### src/rtl/ce_stream_reader.sv
// ce-strobed write buffer: captures words on ce into a small circular FIFO and
// drains them over valid/ready. Define CE_OVF_COUNT_EN to add the ovf_cnt port.
module ce_stream_reader #(
  parameter int n     = 16,
  parameter int DEPTH = 4
) (
  input  logic                     clk,
  input  logic                     rst,
  input  logic                     clr,
  input  logic                     ce,
  input  logic [n-1:0]             D,
  output logic                     valid,
  input  logic                     ready,
  output logic [n-1:0]             Q,
  output logic [$clog2(DEPTH):0]   count,
`ifdef CE_OVF_COUNT_EN
  output logic                     overflow,
  output logic [7:0]               ovf_cnt
`else
  output logic                     overflow
`endif
);

  localparam int PW = $clog2(DEPTH);
  localparam int CW = PW + 1;
  localparam logic [CW-1:0] FULL_COUNT = CW'(DEPTH);

  logic [PW-1:0] wr_ptr_reg;
  logic [PW-1:0] rd_ptr_reg;
  logic [CW-1:0] count_reg;
  logic          overflow_reg;

  logic          full;
  logic          pop;
  logic          push;
  logic          drop;
  logic [n-1:0]  entry_data [DEPTH];

  assign full  = (count_reg == FULL_COUNT);
  assign valid = (count_reg != '0);
  // A pop frees the head slot in the same edge, so a full buffer still accepts ce.
  assign pop   = valid & ready & ~clr;
  assign push  = ce & ~clr & (~full | pop);
  assign drop  = ce & ~clr & full & ~pop;

  genvar gi;
  generate
    for (gi = 0; gi < DEPTH; gi++) begin : g_entry
      logic [n-1:0] entry_reg;
      always_ff @(posedge clk) begin
        if (push && (wr_ptr_reg == PW'(gi))) begin
          entry_reg <= D;
        end
      end
      assign entry_data[gi] = entry_reg;
    end
  endgenerate

  always_ff @(posedge clk) begin
    if (!rst) begin
      wr_ptr_reg   <= '0;
      rd_ptr_reg   <= '0;
      count_reg    <= '0;
      overflow_reg <= 1'b0;
    end else if (clr) begin
      wr_ptr_reg   <= '0;
      rd_ptr_reg   <= '0;
      count_reg    <= '0;
      overflow_reg <= 1'b0;
    end else begin
      if (push) begin
        wr_ptr_reg <= wr_ptr_reg + PW'(1);
      end
      if (pop) begin
        rd_ptr_reg <= rd_ptr_reg + PW'(1);
      end
      count_reg    <= count_reg + CW'(push) - CW'(pop);
      overflow_reg <= drop;
    end
  end

  // Stale RAM contents never leak: the head is masked whenever the buffer is empty.
  assign Q        = valid ? entry_data[rd_ptr_reg] : '0;
  assign count    = count_reg;
  assign overflow = overflow_reg;

`ifdef CE_OVF_COUNT_EN
  logic [7:0] ovf_cnt_reg;

  // Survives clr on purpose; only rst forgets how many words were lost.
  always_ff @(posedge clk) begin
    if (!rst) begin
      ovf_cnt_reg <= '0;
    end else if (drop && (ovf_cnt_reg != 8'hFF)) begin
      ovf_cnt_reg <= ovf_cnt_reg + 8'd1;
    end
  end

  assign ovf_cnt = ovf_cnt_reg;
`endif

endmodule
### config.mk
export PLATFORM = sky130hd
export DESIGN_NAME = ce_stream_reader
export DESIGN_NICKNAME = d
export VERILOG_FILES = /design/src/rtl/ce_stream_reader.sv
export SDC_FILE = /design/constraint.sdc
export NUM_CORES = 1
export LEC_CHECK = 0
export CAP_MARGIN = 20
export CORE_AREA = 3 3 97 99
export CTS_CLUSTER_SIZE = 25
export DETAILED_ROUTE_END_ITERATION = 10
export DIE_AREA = 0 0 100 102
export DONT_BUFFER_PORTS = 1
export GPL_TIMING_DRIVEN = 1
export PLACE_DENSITY = 0.55
export SETUP_SLACK_MARGIN = 0.2
export SKIP_LAST_GASP = 1
export SLEW_MARGIN = 20
export SYNTH_ARGS = -nofsm -noshare
export SYNTH_HDL_FRONTEND = slang
export SYNTH_SLANG_ARGS = --single-unit
### constraint.sdc
create_clock -name clk -period 2.97 [get_ports clk]
set_input_delay 0 -clock clk [delete_from_list [all_inputs] [get_ports clk]]
set_output_delay 0 -clock clk [all_outputs]
set_load 0.1 [all_outputs]
# Word-level counts from Yosys, hierarchy flattened
# Index checks and enable logic that the tools add are counted.
dict set report totals {
  reg_bits 72
  input_bits 21
  output_inout_bits 21
  wordCells 40
}
dict set report op_classes {
  n_addsub 4
  n_lt_le_gt_ge 1
  n_eq_ne 4
  muxes 4
  n_bitwise 12
  reduce_logical 7
}
# operator n
set ops {}
lappend ops {{$mux 16} 3}
lappend ops {{$bmux 16 s2} 1}
lappend ops {{$and 1x1->1} 6}
lappend ops {{$add 2x1->2 const B} 2}
lappend ops {{$eq 2x2->1 const B} 2}
lappend ops {{$logic_and 1x1->1} 4}
lappend ops {{$not 1->1} 4}
lappend ops {{$add 3x1->3} 1}
lappend ops {{$eq 3x3->1 const B} 1}
lappend ops {{$ge 3x3->1 const B} 1}
lappend ops {{$not 2->3} 1}
lappend ops {{$reduce_bool 3->1} 1}
lappend ops {{$sub 3x1->3} 1}
lappend ops {{$eq 2x1->1 const B} 1}
lappend ops {{$logic_not 2->1} 1}
lappend ops {{$reduce_or 2->1} 1}
lappend ops {{$or 1x1->1} 1}

# Depth between registers and ports, before layout
dict set report depth {
  depth_word 7
  depth_mapped 11
  depth_no_buf 11
}

# Worst setup path after synthesis
# No wires, ideal clock.
dict set report synth_path {
  path_kind {reg-to-reg}
  startpoint {register count_reg[2] (netlist: count[2])}
  endpoint {register count_reg[2] (netlist: count[2])}
  setup_time_ns 0.078
  t_arrival_ns 2.796
  required_ns 2.892
  slack_ns 0.096
  stages_incl_launch_ff 12
  n_path_buf 0
  period_less_slack_ns 2.874
  path_cell_list {dfxtp_1 > nor4b_2 > nor2_1 > inv_1 > ha_1 > inv_1 > ha_1 > inv_1 > fa_1 > xor2_1 > and2_1 > nor3_1}
}
dict set report synth_between {
  elab_chain_len 7
  word_cells_on_any_way 9
  classes_between {add/sub (2); eq/ne (1); bitwise (5); reduce/logical (1)}
}
# item line
set synth_lines {}
lappend synth_lines {{start: declaration} 30} ;# logic [CW-1:0] count_reg;
lappend synth_lines {{start signal: assignment} 77} ;# count_reg <= count_reg + CW'(push) - CW'(pop);
lappend synth_lines {{$reduce_bool 3->1} 40} ;# assign valid = (count_reg != '0);
lappend synth_lines {{$and 1x1->1 (2 in series)} 42} ;# assign pop = valid & ready & ~clr;
lappend synth_lines {{$or 1x1->1} 43} ;# assign push = ce & ~clr & (~full | pop);
lappend synth_lines {{$and 1x1->1} 43}
lappend synth_lines {{$add 3x1->3} 77}
lappend synth_lines {{$sub 3x1->3 *} 77}
# Every way passes the cells marked *; elsewhere a longest branch is shown, timed or not.
# A chain may end at the register's enable or synchronous reset.

# Worst setup path in the final report
dict set report layout_path {
  startpoint {register count_reg[2] (netlist: count[2])}
  endpoint {register wr_ptr_reg[1]}
}
dict set report layout_between {
  elab_chain_len 5
  word_cells_on_any_way 7
  classes_between {eq/ne (1); bitwise (5); reduce/logical (1)}
}
# item line
set layout_lines {}
lappend layout_lines {{$reduce_bool 3->1} 40}
lappend layout_lines {{$and 1x1->1 (2 in series)} 42}
lappend layout_lines {{$or 1x1->1 *} 43}
lappend layout_lines {{$and 1x1->1 *} 43}
lappend layout_lines {{end signal: assignment} 72} ;# wr_ptr_reg <= wr_ptr_reg + PW'(1);
lappend layout_lines {{end: declaration} 28} ;# logic [PW-1:0] wr_ptr_reg;
# Marked as above.

==> metrics.md <==
| Metric | Value |
|---|---|
| DRC viols | `0` |
| Clock-pin slew on the worst setup and hold paths | `approximately 0.070 ns` |
| Final period utilization | `between 80% and 90%` |
| CTS Hold Buffers Added | `23` |
| CP Launch Type | `flop` |
| Core ar. | `0.00864 mm^2` |
| GRT Overall Usage | `11.7%` |
| Post-cts sizing count | `0` |
| Top Usage Layer GRT | `met2` |
| Synth Area in Simple Gates | `approximately a tenth` |
| Met1 GRT Util | `13.2%` |
| R2R cell count | `6` |
| Post-synth cell types | `30` |
| Status | `finished, final reports clean` |
| Post-Route WL | `~5.5 mm` |
| Post-Syn Area | `between 0.002 and 0.003 mm^2` |
| First DRT Iteration DRCs | `39` |
| Vias | `1479` |
| Final nets | `225` |
| Leak | `roughly 1.2 nW` |
| Vias in the first global route | `1617` |
| Crit end category | `flop` |
| First-pass GRT wire length | `~8.6 mm` |
| End of the worst hold path | `wr_ptr_reg[0]$_SDFFE_PP0P_` |
| Rows | `34` |
| Max cap viols | `0` |
| Drt wl/cell | `17.9 um` |
| Setup TNS | `0 ns` |
| HP Class | `primary input to flop` |
| Hold path start | `ce` |
| Relative max-transition margin | `around 37%` |
| Largest family of logic cells by synthesized area | `multiplexers` |
| CTS Buffer Depth | `2` |
| Antenna Cells | `0` |
| Initial antenna violation count | `0` |
| GP Congestion | `approximately 0.76` |
| Largest net degree at the start of global routing | `19` |
| Overall die width | `100 um` |
| # port buffers | `0` |
| Synth Register Bits | `72` |
| Final core occ | `42.0%` |
| Met2 Usage GRT | `between 20 and 25%` |
| Syn nets | `~180` |
| Post-DRT Antenna Nets | `0` |
| Pwr Total | `around 0.0021 W` |
| DP Area | `between 0.003 and 0.004 mm^2` |
| Die ar. | `between 0.01 and 0.015 mm^2` |
| Peak supply drop | `about 240 uV` |
| Worst r2r src | `count[2]$_SDFF_PP0_` |
| Post-DP HPWL | `3.65 mm` |
| Skew final | `roughly 0.010 ns` |
| Filler cell count | `about 760` |
| R2R Setup Slk | `0.39 ns` |
| Ratio of cells with drive above 1 in the final layout | `31.8%` |
| Shortest period the worst path allows | `~2.6 ns` |
| DR vias/cell | `4.79` |
| Global route overflow | `0` |
| DRT Pass-1 Iters | `4` |
| Max frequency | `about 390 MHz` |
| Area delta synth->final | `21.8%` |
| WHS | `just over 0.04 ns` |
| Clock latency on the worst-skew pair | `between 0.3 and 0.4 ns` |
| Cells after synthesis | `around 150` |
| Syn Area/Cell | `around 19 um^2` |
| Final setup violation count | `0` |
| CTS Root Cell | `clkbuf_8` |
| Postcts setup bufs | `0` |
| Warnings from Yosys | `0` |
| CTS tree | `built` |
| R2r endpoint | `wr_ptr_reg[1]$_SDFFE_PP0P_` |
| Critical path type | `flop to flop` |
| Htree depth | `3` |
| IO Pins | `42` |
| Mux share of post-synthesis cell area | `between 10% and 20%` |
| Starting Density | `between 30 and 40%` |
| Hold Fails Final Rpt | `0` |
| Post-synthesis sequential area ratio | `between 60% and 70%` |
| Critical path peak fanout | `6` |
| RSZ-0062 raised after global routing | `no` |
| Synth Area in Compound Gates | `1.18%` |
| Critical Path RT | `between 3 and 4 ns` |
| CTS buffer count | `9` |
| CTS sink cnt | `~70` |
| Xor and xnor fraction of the mapped netlist area | `less than 1%` |
| Least-Margin Pin Slew | `0.942 ns` |
| Post-Synth Adder-Cell Area | `3.19%` |
| Worst hold path depth | `3` |
| Pwr Density | `580 mW/mm^2` |
| Final instance area | `between 0.003 and 0.004 mm^2` |
| Met3 Track Usage GR | `under 10%` |
| Max reg flops | `64` |
| DIE HEIGHT | `just over 100 um` |
| Final Slew Violations | `0` |
| CP arrival | `2.80 ns` |
cell usage in the layout, fill, tap and decap left out, types with 2 or more instances in the layout:
master	n
dfxtp_2	2
nor2b_2	8
xor2_1	2
a21oi_1	2
o31ai_1	2
dlygate4sd3_1	23
ha_1	6
dfxtp_1	6
nor2b_4	8
clkinv_1	2
nand2b_1	2
bufinv_16	2
clkbuf_8	9
and2_1	2
buf_4	14
edfxtp_1	64
nor2b_1	2
mux4_2	16
inv_1	5
and3_1	5
nor2_1	5
o21ai_0	2
power breakdown:
part / internal (W) / switching (W) / total (W) / leakage, nW
Sequential: 0.00112 / 0.00000729 / 0.00112 / 0.647
Combinational: 0.0000598 / 0.000138 / 0.000198 / 0.489
Clock: 0.000461 / 0.000318 / 0.000779 / 0.101
critical path, cell delays in order, from the launching register on:
cell and delay (ns):
dfxtp_2 0.34, buf_4 0.32, or4b_4 0.54, nand4_1 0.10
dlygate4sd3_1 0.55, o31ai_1 0.07, dlygate4sd3_1 0.56
worst max path at each step:
stage                        start                          to  slack, ns  cells past startpoint
6_report       count[2]$_SDFF_PP0_  wr_ptr_reg[1]$_SDFFE_PP0P_       0.39                      6
3_3_place_gp   count[1]$_SDFF_PP0_         count[2]$_SDFF_PP0_       0.81                     10
5_1_grt        count[2]$_SDFF_PP0_  wr_ptr_reg[1]$_SDFFE_PP0P_       0.31                      6
3_5_place_dp   count[1]$_SDFF_PP0_         count[2]$_SDFF_PP0_       0.66                     10
4_1_cts        count[2]$_SDFF_PP0_  wr_ptr_reg[1]$_SDFFE_PP0P_       0.39                      6
2_1_floorplan  count[0]$_SDFF_PP0_         count[2]$_SDFF_PP0_       0.24                     11
through the flow:
stage / setup slack, ns / cells
global route: 0.308 / 309
floorplan: 0.242 / 154
global placement: 0.811 / 271
detailed placement: 0.659 / 271
CTS: 0.394 / 309
finish: 0.390 / 309
logic make-up after synthesis:
family          after synthesis
compound gates                6
xor+xnor                      2
fa+ha+maj                     7
buf+inv                      11
flops                        72
mux                          16
simple gates                 40
area by class of cell:
cell class | instances | area, um^2 | share of cell area (%)
inverters | 6 | 22.5 | 0.621
repair buffers | 37 | 335 | 9.25
multi-input cells | 71 | 847 | 23.4
well taps | 108 | 135 | 3.73
clock inverters | 5 | 72.6 | 2.00
flip-flops and latches | 72 | 2080 | 57.5
clock buffers | 10 | 128 | 3.52
synthesized netlist by cell type:
cell type	instances	share of area, %
a21oi_1	2	0.34
and2_1	2	0.42
and3_1	5	1.1
buf_12	1	0.67
buf_2	2	0.34
buf_4	1	0.25
buf_6	1	0.38
dfxtp_1	8	5.4
edfxtp_1	64	65
fa_1	1	0.67
ha_1	6	2.5
inv_1	5	0.63
inv_2	1	0.13
mux4_2	16	12
nand2_1	1	0.13
nand2b_1	2	0.42
nand3_1	1	0.17
nand4_1	1	0.21
nor2_1	5	0.63
nor2b_1	9	1.9
nor2b_2	1	0.29
nor2b_4	8	3.7
nor3_1	1	0.17
nor3_2	1	0.34
nor4b_2	1	0.50
o21ai_0	2	0.34
o31ai_1	2	0.50
or3_1	1	0.21
or4b_4	1	0.46
xor2_1	2	0.59
routing by layer:
layer	vias to the layer above	share of wire, %
li1	685	-
met1	746	40
met3	8	5.7
met2	40	53
met5	-	0
met4	0	1.9
(Power assumes the default switching activity.)
